<file path="config.mk">
export PLATFORM = sky130hd
export DESIGN_NAME = mdl_pgsync
export DESIGN_NICKNAME = d
export VERILOG_FILES = /design/src/rtl/mdl_pgsync.sv
export SDC_FILE = /design/constraint.sdc
export NUM_CORES = 1
export LEC_CHECK = 0
export BUFFER_PORTS_ARGS = -buffer_cell sky130_fd_sc_hd__buf_2
export CORE_MARGIN = 2
export CORE_UTILIZATION = 45
export CTS_BUF_LIST = sky130_fd_sc_hd__clkbuf_16
export DETAILED_ROUTE_END_ITERATION = 10
export HOLD_SLACK_MARGIN = 0.03
export PLACE_DENSITY = 0.7
export SLEW_MARGIN = 20
export SYNTH_ARGS = -nofsm -noshare
export SYNTH_HDL_FRONTEND = slang
export SYNTH_SLANG_ARGS = --single-unit
</file>
<file path="constraint.sdc">
create_clock -name i_MCLK -period 2.4 [get_ports i_MCLK]
set_clock_uncertainty 0.15 [all_clocks]
set_input_delay 0.12 -clock i_MCLK [delete_from_list [all_inputs] [get_ports i_MCLK]]
set_output_delay 0.12 -clock i_MCLK [all_outputs]
set_load 0.03 [all_outputs]
</file>
<file path="src/rtl/mdl_pgsync.sv">
// mdl_pgsync -- page-sync search controller.
//
// Sits downstream of the serial sum comparator. After a start request it
// aligns to the frame boundary (rotator slot 19), then compares frame after
// frame: slots 0..11 shift the invalid-page LSB stream into a shadow word,
// and slot 18 samples the comparator verdict. A match captures the shadow
// word and reports FOUND. A mismatch bumps the retry counter, and the search
// ends in FAIL once MAX_RETRY mismatches have been seen. State only advances
// on the active-low 2 MHz clock-enable; reset is synchronous and ignores the
// enable.
//
// Ports:
//   i_MCLK          master clock
//   i_MRST          synchronous active-high reset
//   i_CLK2M_PCEN_n  2 MHz clock-enable, active-low
//   i_ROT20_n[19:0] one-hot-low frame slot rotator
//   i_SUMEQ_n       comparator verdict (0 = equal)
//   i_INVALPG_LSB   serial invalid-page bit
//   i_SEARCH_START  start request
//   i_SEARCH_ABORT  abort request (highest priority)
//   o_SEARCH_BUSY   high in ARM and COMPARE
//   o_PGFOUND       high in FOUND
//   o_SEARCH_FAIL   high in FAIL
//   o_RETRY_CNT     mismatching frames in the current search
//   o_INVALPG       invalid-page word from the matching frame
module mdl_pgsync #(
  parameter int MAX_RETRY = 15
) (
  input  logic        i_MCLK,
  input  logic        i_MRST,
  input  logic        i_CLK2M_PCEN_n,
  input  logic [19:0] i_ROT20_n,
  input  logic        i_SUMEQ_n,
  input  logic        i_INVALPG_LSB,
  input  logic        i_SEARCH_START,
  input  logic        i_SEARCH_ABORT,
  output logic        o_SEARCH_BUSY,
  output logic        o_PGFOUND,
  output logic        o_SEARCH_FAIL,
  output logic [3:0]  o_RETRY_CNT,
  output logic [11:0] o_INVALPG
);

  // The upper three state bits are the busy/found/fail status flags, so the
  // status outputs come straight off the state register. Bit 0 only
  // separates ARM from COMPARE.
  typedef enum logic [3:0] {
    ST_IDLE    = 4'b0000,
    ST_ARM     = 4'b1000,
    ST_COMPARE = 4'b1001,
    ST_FOUND   = 4'b0100,
    ST_FAIL    = 4'b0010
  } state_t;

  localparam logic [4:0] MAX_RETRY_W = 5'(MAX_RETRY);

  state_t      state;
  state_t      state_nxt;
  logic [3:0]  retry_cnt;
  logic [3:0]  retry_nxt;
  logic [11:0] shadow;
  logic [11:0] shadow_nxt;
  logic [11:0] invalpg;
  logic [11:0] invalpg_nxt;
  logic [4:0]  retry_inc;
  logic        en;

  // Slots 12..17 carry no work for this block.
  logic unused_slots;
  assign unused_slots = &i_ROT20_n[17:12];

  assign en = ~i_CLK2M_PCEN_n;

  // One bit wider than the counter, so the compare against MAX_RETRY
  // cannot alias on a wrap.
  assign retry_inc = {1'b0, retry_cnt} + 5'd1;

  // Next-state logic. Nothing moves without the enable. Abort overrides
  // every other request in the same enable, including a verdict.
  always_comb begin
    state_nxt   = state;
    retry_nxt   = retry_cnt;
    shadow_nxt  = shadow;
    invalpg_nxt = invalpg;
    if (en) begin
      if (i_SEARCH_ABORT) begin
        state_nxt = ST_IDLE;
      end else begin
        case (state)
          ST_IDLE: begin
            if (i_SEARCH_START) begin
              state_nxt = ST_ARM;
              retry_nxt = 4'd0;
            end
          end
          ST_ARM: begin
            // Slot 19 is also the slot in which the comparator clears itself.
            if (!i_ROT20_n[19]) begin
              state_nxt = ST_COMPARE;
            end
          end
          ST_COMPARE: begin
            for (int k = 0; k < 12; k++) begin
              if (!i_ROT20_n[k]) begin
                shadow_nxt[k] = i_INVALPG_LSB;
              end
            end
            if (!i_ROT20_n[18]) begin
              if (!i_SUMEQ_n) begin
                state_nxt   = ST_FOUND;
                invalpg_nxt = shadow_nxt;
              end else if (retry_inc == MAX_RETRY_W) begin
                state_nxt = ST_FAIL;
                retry_nxt = retry_inc[3:0];
              end else begin
                retry_nxt = retry_inc[3:0];
              end
            end
          end
          ST_FOUND, ST_FAIL: begin
            if (i_SEARCH_START) begin
              state_nxt = ST_ARM;
              retry_nxt = 4'd0;
            end
          end
          default: begin
            state_nxt = ST_IDLE;
          end
        endcase
      end
    end
  end

  // State, counter, shadow and captured word registers.
  always_ff @(posedge i_MCLK) begin
    if (i_MRST) begin
      state     <= ST_IDLE;
      retry_cnt <= 4'd0;
      shadow    <= 12'h000;
      invalpg   <= 12'h000;
    end else begin
      state     <= state_nxt;
      retry_cnt <= retry_nxt;
      shadow    <= shadow_nxt;
      invalpg   <= invalpg_nxt;
    end
  end

  assign o_SEARCH_BUSY = state[3];
  assign o_PGFOUND     = state[2];
  assign o_SEARCH_FAIL = state[1];
  assign o_RETRY_CNT   = retry_cnt;
  assign o_INVALPG     = invalpg;

endmodule

</file>
==> key figures, run 1 <==
Die
  – Total Die Area: 3900 sq um
  – Die height: 62.5 microns
  – Placement row count: 21
  – Initial Util: 46.5%
  – Die Wd: 62.5 microns
  – Core area: 3310 sq um
  – # IOs: 46

Synthesis
  – Syn Nets: 195
  – Ys Warns: 0
  – EDFF count, synth: 0
  – Post-synth top flop: dfxtp_1
  – Synth area leader: dfxtp_1
  – Synth cell types: 36
  – Share of the synthesized area in the top cell type: 41.6%
  – Syn Inst Count: 166
  – Mapped cell area: 1540 sq um
  – Synth Register Bits: 32
  – Syn Area/Cell: 9.27 sq um
  – Post-synth ARST share: 0%
  – Largest cells by area after synthesis: dfxtp_1 42%, mux2i_1 16%, nor2_1 9.5%
  – Register area share after synthesis: 41.6%

Clocking
  – Worst-Skew Late Latency: 0.27 ns
  – Root Buffer: clkbuf_16
  – CTS tree: yes
  – Clock Path Buffers: 2
  – Cts bufs inserted: 5
  – Number of H-tree levels: 2
  – Sink Count: 32
  – Worst-path clk slew: 0.05 ns

Routing
  – Antenna Nets Post-Route: 0
  – Number of remaining DRC errors: 0
  – Vias: 1,341
  – Avg WL per Cell: 12.6 microns
  – Post-Route WL: 3210 microns
  – Drt initial violations: 84
  – Drt via density: 5.26
  – DRT Pass-1 Iters: 4

GRT
  – GRT overflow: 0
  – Vias in the first global route: 1,269
  – Global-route wire length before repair: 5460 microns
  – Gr usage total: 17.7%
  – Largest net degree at the start of global routing: 29
  – Initial antenna violation count: 0

Job
  – Max Cap Viol: 0

Power and ir drop
  – Worst VDD drop: 0.000363 V
  – P per Cell Area: 674 nW/um^2
  – Lkg Pwr: 0.816 nW

Setup path
  – Setup crit end kind: register
  – Critical path class: reg -> reg
  – CP Launch Type: register
  – CP max FO: 7
  – Critical Path RT: 2.42 ns
  – Crit path DAT: 2.08 ns

STA
  – Final Max Tran Viols: 0
  – Final setup fails: 0
  – Period utilization: 85.7%
  – Relative slew margins: 72.6%
  – Final Hold Fails: 0
  – Setup TNS: 0 ns
  – RSZ-0062 raised after global routing: false
  – Tightest Pin Transition: 0.411 ns
  – Period minus WS final: 2.06 ns
  – Fmax: 486 MHz

Worst hold path
  – Tightest Hold Check Type: in -> reg

Finish
  – Most frequent cells in the layout: 39 x nor2_1, 39 x buf_2, 32 x dfxtp_1
  – Share of post-route cells with drive strength above 1: 27.3%
  – Post-route cell area: 1950 sq um
  – Antenna cells: 0
  – Fin util: 59.0%
  – Area added between synthesis and finish: 26.9%
  – Final Net Count: 237

Placed design
  – Routability cong.: 0.882
  – Port buffer count: 39
  – Final HPWL DP: 2310 microns
  – DP Area: 1780 sq um

Status
  – Status: completed
-- through the flow --
stage          hold slack (ns)  total power [mW]  setup slack (ns)  instances
2_1_floorplan            0.146             0.596             0.415        166
3_3_place_gp             0.222             0.633             0.472        246
3_5_place_dp             0.216             0.636             0.357        246
4_1_cts                 0.0538              1.33             0.345        255
5_1_grt                 0.0711              1.36             0.171        255
6_report                0.0583              1.32             0.343        255
-- cell usage after synthesis (2+ instances only) --
library cell and number:
o21ai_0 2, nand3_1 3, o21ai_1 2, inv_1 2, nor2_1 39, clkbuf_1 6, mux2i_1 24, nor2b_1 3
ha_1 2, and3_1 2, nand2_1 7, a211oi_1 13, a21oi_1 7, dfxtp_1 32
-- path summary, 6_finish.rpt --
kind / startpoint / endpoint / slack, ns / depth (start not counted)
min reg2reg: shadow[9] / shadow[9] / 0.34 / 2
max: o_RETRY_CNT[0] / state[3] / 0.34 / 6
max reg2reg: o_RETRY_CNT[0] / state[3] / 0.34 / 6
min: i_ROT20_n[8] / shadow[8] / 0.06 / 4
-- state kept, by name, indices dropped and copies added (netlist names) --
signal and cells:
o_INVALPG 12, shadow 12, o_RETRY_CNT 4, state 4
-- what timing repair did --
item	4_1_cts	5_1_grt
endpoints found under the hold margin	2	0
hold buffers	1	0
buffers inserted	0	0
setup endpoints to repair	0	0
resized for setup	0	0
-- per-layer routing --
metal | routed length [microns] | global-route usage, % | vias up
li1 | - | - | 684
met1 | 1440 | 19.0 | 624
met2 | 1570 | 30.9 | 28
met3 | 151 | 6.31 | 5
met4 | 51 | 8.33 | 0
met5 | 0 | 0 | -
-- final cells by class --
type                       instances  area, sq um
timing repair buffer              43          228
clock buffer                       5          125
fill                             321         1360
clock inverter                     3         38.8
multi-input combinational        123          852
sequential                        32          641
tap                               46         57.6
inverter                           3         11.3
-- where the power goes --
part | total [mW] | internal (mW) | switching, mW
sequential | 0.538 | 0.535 | 0.00336
combinational | 0.0889 | 0.0359 | 0.0530
clock | 0.690 | 0.482 | 0.207
-- kinds of logic after synthesis --
kind of cell / Yosys count / share of synthesized area, %
compound gates: 34 / 17.7
mux: 24 / 15.6
flops: 32 / 41.6
fa+ha+maj: 2 / 1.63
buf+inv: 11 / 3.01
simple gates: 63 / 20.4
-- worst max-delay path, stage by stage (launching register included) --
cell	delay (ns)
dfxtp_1	0.35
ha_1	0.23
nor2b_1	0.18
or4bb_1	0.48
o211ai_1	0.19
a21oi_1	0.12
a311oi_1	0.26
No activity file was read; power rests on OpenSTA's default activity.
==> inputs of run 2 (changes only) <==
--- a/config.mk
+++ b/config.mk
@@ -5,6 +5,7 @@
 export SDC_FILE = /design/constraint.sdc
 export NUM_CORES = 1
 export LEC_CHECK = 0
+export ABC_AREA = 1
 export BUFFER_PORTS_ARGS = -buffer_cell sky130_fd_sc_hd__buf_2
 export CORE_MARGIN = 2
 export CORE_UTILIZATION = 45
==> run 2 against run 1 <==
Against the previous run:
- critical path depth stayed put
- via count is 13% higher
- combinational power is 96% higher
- sequential power is 4.3% higher
- non-clock buffer count is 4 lower
- synthesized area is 4.6% higher
- cell area is 1.9% higher
- count of clock-buffer cells in the layout stayed put
- critical path type unchanged
- critical endpoint is now o_INVALPG[2]
- largest power group unchanged
==> key figures, run 2 <==
Status
  – Status: completed

Die
  – Die Wd: 63.8 microns
  – Initial Util: 47.5%
  – Die height: 63.8 microns
  – # IOs: 46
  – Total Die Area: 4070 sq um
  – Placement row count: 21
  – Core area: 3390 sq um

GRT
  – Gr usage total: 19.1%
  – Vias in the first global route: 1,402
  – Largest net degree at the start of global routing: 21
  – Global-route wire length before repair: 6120 microns
  – Initial antenna violation count: 0
  – GRT overflow: 0

Synthesis
  – Post-synth top flop: dfxtp_1
  – Largest cells by area after synthesis: dfxtp_1 40%, nand2_1 11%, nor2_1 8.2%
  – Share of the synthesized area in the top cell type: 39.8%
  – Synth cell types: 22
  – Top cells by count, synth: 49 x nand2_1, 35 x nor2_1, 32 x dfxtp_1, 25 x inv_1, 20 x o21ai_0
  – Synth area leader: dfxtp_1
  – Syn Inst Count: 234
  – Register area share after synthesis: 39.8%
  – Synth Register Bits: 32
  – Ys Warns: 0
  – Mapped cell area: 1610 sq um
  – EDFF count, synth: 0
  – Post-synth ARST share: 0%
  – Syn Area/Cell: 6.88 sq um
  – Syn Nets: 263
  – Most common cell in the synthesized netlist: nand2_1

Power and ir drop
  – P per Cell Area: 723 nW/um^2
  – Worst VDD drop: 0.000425 V
  – Lkg Pwr: 0.932 nW

Routing
  – DRT Pass-1 Iters: 4
  – Post-Route WL: 3520 microns
  – Vias: 1,519
  – Drt via density: 4.75
  – Drt initial violations: 63
  – Number of remaining DRC errors: 0
  – Avg WL per Cell: 11.0 microns
  – Antenna Nets Post-Route: 0

Setup path
  – Max incr delay on CP: 0.42 ns
  – CP Launch Type: register
  – Crit path DAT: 1.80 ns
  – Critical Path RT: 2.39 ns
  – CP max-delay cell: nand2_1
  – Cells along the critical path: inv_2 -> nand2_2 -> nor2_8 -> nand2_1 -> nor2_1 -> a21oi_1
  – Setup crit end kind: register
  – CP max FO: 20
  – Reg2Reg Setup Slack: 0.59 ns
  – Critical path class: reg -> reg

Clocking
  – Worst-Skew Late Latency: 0.27 ns
  – # hold bufs at CTS: 0
  – Setup bufs post-CTS: 0
  – Root Buffer: clkbuf_16
  – Worst-path clk slew: 0.05 ns
  – Number of H-tree levels: 2
  – Post-CTS Resized: 0
  – CTS tree: yes
  – Cts bufs inserted: 5
  – Sink Count: 32
  – Clock Path Buffers: 2

STA
  – RSZ-0062 raised after global routing: false
  – Setup TNS: 0 ns
  – Period utilization: 75.5%
  – Final setup fails: 0
  – Period minus WS final: 1.81 ns
  – Fmax: 552 MHz
  – Final Hold Fails: 0
  – Final Max Tran Viols: 0
  – Relative slew margins: 57.0%
  – Tightest Pin Transition: 0.644 ns

Finish
  – Antenna cells: 0
  – Most frequent cells in the layout: 49 x nand2_1, 39 x buf_2, 35 x nor2_1
  – Area added between synthesis and finish: 23.5%
  – Share of post-route cells with drive strength above 1: 22.6%
  – Post-route cell area: 1990 sq um
  – Most common cell after layout, fill and taps aside: nand2_1
  – Final Net Count: 302

Placed design
  – Routability cong.: 0.855
  – Final HPWL DP: 2420 microns
  – DP Area: 1830 sq um
  – Port buffer count: 39

Worst hold path
  – Tightest Hold Check Type: in -> reg

Job
  – Max Cap Viol: 0
## run 2: cell types whose count changed after synthesis, sizes merged, moves of 15 or more
cell	before	now
nand2	7	53
inv	3	29
mux2i	24	0
o21ai	4	25
nand3	3	18
## run 2: power by group
part           total, mW  internal [mW]  switching, mW
logic              0.174         0.0554          0.119
registers          0.561          0.545         0.0165
clock network      0.703          0.483          0.220
total               1.44           1.08          0.356
## run 2: logic make-up after synthesis
| family | count (synthesis) | share of synthesized area (%) |
|---|---|---|
| AO/OA/AOI/OAI | 46 | 15.9 |
| adder cells (fa/ha/maj) | 2 | 1.55 |
| buffers and inverters | 36 | 9.09 |
| flip-flops | 32 | 39.8 |
| AND/OR/NAND/NOR | 118 | 33.7 |
## run 2: cell type report
type	count	area [sq um]
clock buffers	5	125
clock inverters	3	38.8
fillers	328	1400
inverters	29	109
multi-input cells	166	823
flip-flops and latches	32	641
well taps	46	57.6
repair buffers	39	195
## run 2: through the flow
step | std cells | setup slack, ns | total power [mW] | util [%] | hold WS [ns]
floorplan | 234 | 0.772 | 0.693 | - | 0.168
global placement | 312 | 0.621 | 0.744 | 53.9 | 0.297
detailed placement | 312 | 0.604 | 0.745 | 53.9 | 0.299
CTS | 320 | 0.587 | 1.45 | 58.7 | 0.0535
global route | 320 | 0.416 | 1.50 | 58.7 | 0.0795
finish | 320 | 0.588 | 1.44 | 58.7 | 0.0521
## run 2: routing by layer
metal | track usage (%) | vias up | share of wire [%]
met5 | 0 | - | 0
met4 | 8.97 | 0 | 2.1
met3 | 3.87 | 8 | 4.2
met2 | 29.0 | 34 | 42
met1 | 25.8 | 644 | 52
li1 | - | 833 | -
## run 2: path summary, 6_finish.rpt
kind                                     end  depth (start not counted)           start
worst max-delay path            o_INVALPG[2]                          6        state[2]
worst min-delay path               shadow[7]                          4  i_CLK2M_PCEN_n
worst max register to register  o_INVALPG[2]                          6        state[2]
worst min register to register     shadow[9]                          2       shadow[9]
## run 2: critical path: cells and delay by family, from the launching register on
kind | cells | cell delay (ns)
buffers and inverters | 1 | 0.07
AND/OR/NAND/NOR | 4 | 1.00
flip-flops | 1 | 0.36
AO/OA/AOI/OAI | 1 | 0.09
==> inputs of run 3 (changes only) <==
--- a/config.mk
+++ b/config.mk
@@ -5,14 +5,14 @@
 export SDC_FILE = /design/constraint.sdc
 export NUM_CORES = 1
 export LEC_CHECK = 0
-export ABC_AREA = 1
+export ABC_AREA = 0
 export BUFFER_PORTS_ARGS = -buffer_cell sky130_fd_sc_hd__buf_2
 export CORE_MARGIN = 2
 export CORE_UTILIZATION = 45
 export CTS_BUF_LIST = sky130_fd_sc_hd__clkbuf_16
 export DETAILED_ROUTE_END_ITERATION = 10
 export HOLD_SLACK_MARGIN = 0.03
-export PLACE_DENSITY = 0.7
+export PLACE_DENSITY = 0.73
 export SLEW_MARGIN = 20
 export SYNTH_ARGS = -nofsm -noshare
 export SYNTH_HDL_FRONTEND = slang
==> constraint.sdc (replaced) <==
create_clock -name i_MCLK -period 1.6 [get_ports i_MCLK]
set_clock_uncertainty 0.15 [all_clocks]
set_input_delay 0.08 -clock i_MCLK [delete_from_list [all_inputs] [get_ports i_MCLK]]
set_output_delay 0.08 -clock i_MCLK [all_outputs]
set_load 0.03 [all_outputs]
==> run 3 against run 2 <==
Against the previous run:
- the run now ends with setup timing left
- count of clock-buffer cells in the layout stayed put
- final cell count is 9.4% lower
- hold slack worse by 0.028 ns
- routed wire length is 18% higher
- highest routed layer unchanged
==> key figures, run 3 (synthesis gave the netlist of run 1 again) <==
STA
  – Final setup fails: 31
  – Worst Slack Setup Final: -0.200 ns
  – Fmax: 556 MHz
  – Tightest Pin Transition: 0.402 ns
  – Period minus WS final: 1.80 ns
  – Relative slew margins: 73.2%
  – RSZ-0062 raised after global routing: true
  – Setup TNS: -3.36 ns
  – Final Max Tran Viols: 0
  – Period utilization: 112%
  – Final Hold Fails: 0

Setup path
  – Crit path launch: state[1]
  – Critical Path RT: 1.64 ns
  – Cells along the critical path: buf_12 -> a211oi_4 -> nor3b_4 -> a2111oi_4 -> buf_4 -> buf_6 -> a211oi_2
  – CP max-delay cell: dfxtp_4
  – CP max FO: 5
  – Critical path class: reg -> reg
  – CP Launch Type: register
  – Reg-to-reg endpoint: state[1]
  – Setup crit end kind: register
  – Worst Reg2Reg Path Length in Cells: 7
  – Max incr delay on CP: 0.35 ns
  – Crit path DAT: 1.84 ns
  – Reg2reg start: state[1]
  – Reg2Reg Setup Slack: -0.20 ns

GRT
  – Gr usage total: 22.3%
  – Global-route wire length before repair: 6820 microns
  – Largest net degree at the start of global routing: 31
  – GRT overflow: 0
  – Vias in the first global route: 1,471
  – Initial antenna violation count: 0

Clocking
  – Root Buffer: clkbuf_16
  – Worst-path clk slew: 0.05 ns
  – Worst-Skew Late Latency: 0.28 ns
  – Number of H-tree levels: 2
  – Cts bufs inserted: 5
  – CTS tree: yes
  – Sink Count: 32
  – Clock Path Buffers: 2

Placed design
  – Port buffer count: 39
  – Final HPWL DP: 2560 microns
  – Place WS: -0.207 ns
  – Routability cong.: 0.825

Die
  – Placement row count: 21
  – Core area: 3310 sq um
  – Initial Util: 46.5%
  – Total Die Area: 3900 sq um
  – Die Wd: 62.5 microns
  – Die height: 62.5 microns
  – # IOs: 46

Power and ir drop
  – P per Cell Area: 786 nW/um^2
  – Total Power: 1.90 mW
  – Lkg Pwr: 1.02 nW
  – Worst VDD drop: 0.000712 V

Finish
  – Area added between synthesis and finish: 57.0%
  – Final Net Count: 272
  – Most common cell after layout, fill and taps aside: buf_2
  – Fin util: 73.0%
  – Share of post-route cells with drive strength above 1: 48.4%
  – Most frequent cells in the layout: 40 x buf_2, 25 x nor2_1, 25 x dfxtp_1
  – Antenna cells: 0

Routing
  – Drt via density: 5.27
  – Post-Route WL: 4160 microns
  – Avg WL per Cell: 14.3 microns
  – Drt initial violations: 83
  – Antenna Nets Post-Route: 0
  – DRT Pass-1 Iters: 6
  – Vias: 1,528
  – Number of remaining DRC errors: 0

Job
  – Max Cap Viol: 0

Worst hold path
  – Hold Path Origin: i_ROT20_n[2]
  – Hold EP: shadow[2]
  – Hold depth: 4
  – Tightest Hold Check Type: in -> reg

Status
  – Status: complete, but fails checks
  – Violated checks: setup timing
run 3: how the worst max path moves through the flow:
stage / to
2_1_floorplan: state[3]
3_3_place_gp: state[3]
3_5_place_dp: state[3]
4_1_cts: state[3]
5_1_grt: state[3]
6_report: state[1]
run 3: routing by layer:
layer	GRT usage (%)	part of all wire, %
met5	0	0
met4	10.6	2.1
met1	27.1	43
met2	36.6	50
met3	5.95	5.3
run 3: metrics by stage:
step / instances / area [sq um] / hold WS (ns)
2_1_floorplan: 166 / 1610 / 0.0920
3_3_place_gp: 259 / 1940 / 0.268
3_5_place_dp: 259 / 1940 / 0.296
4_1_cts: 286 / 2350 / 0.0301
5_1_grt: 290 / 2420 / 0.0509
6_report: 290 / 2420 / 0.0244
run 3: critical path: cells and delay by family (launching register included):
kind,cells,cell delay (ns)
AO/OA/AOI/OAI,3,0.50
AND/OR/NAND/NOR,1,0.32
buffers and inverters,3,0.40
flip-flops,1,0.35
run 3: repair_timing:
| action | in CTS | in global routing |
|---|---|---|
| setup endpoints to repair | 29 | 32 |
| gates cloned | 2 | 0 |
| buffers inserted | 10 | 6 |
| hold endpoints to repair | 8 | 0 |
| pin swaps | 10 | 5 |
| resized for setup | 32 | 12 |
| hold buffers | 8 | 0 |
run 3: power breakdown:
group,switching (mW),leakage (nW),total [mW],internal (mW)
clock,0.337,0.0730,0.901,0.565
combinational,0.104,0.688,0.193,0.0887
sequential,0.00689,0.262,0.804,0.797
run 3: final cells by class:
cell class / instances / area, sq um
clock inverters: 3 / 13.8
inverters: 3 / 11.3
fillers: 243 / 895
multi-input cells: 123 / 1010
clock buffers: 5 / 125
flip-flops and latches: 32 / 659
repair buffers: 78 / 541
well taps: 46 / 57.6
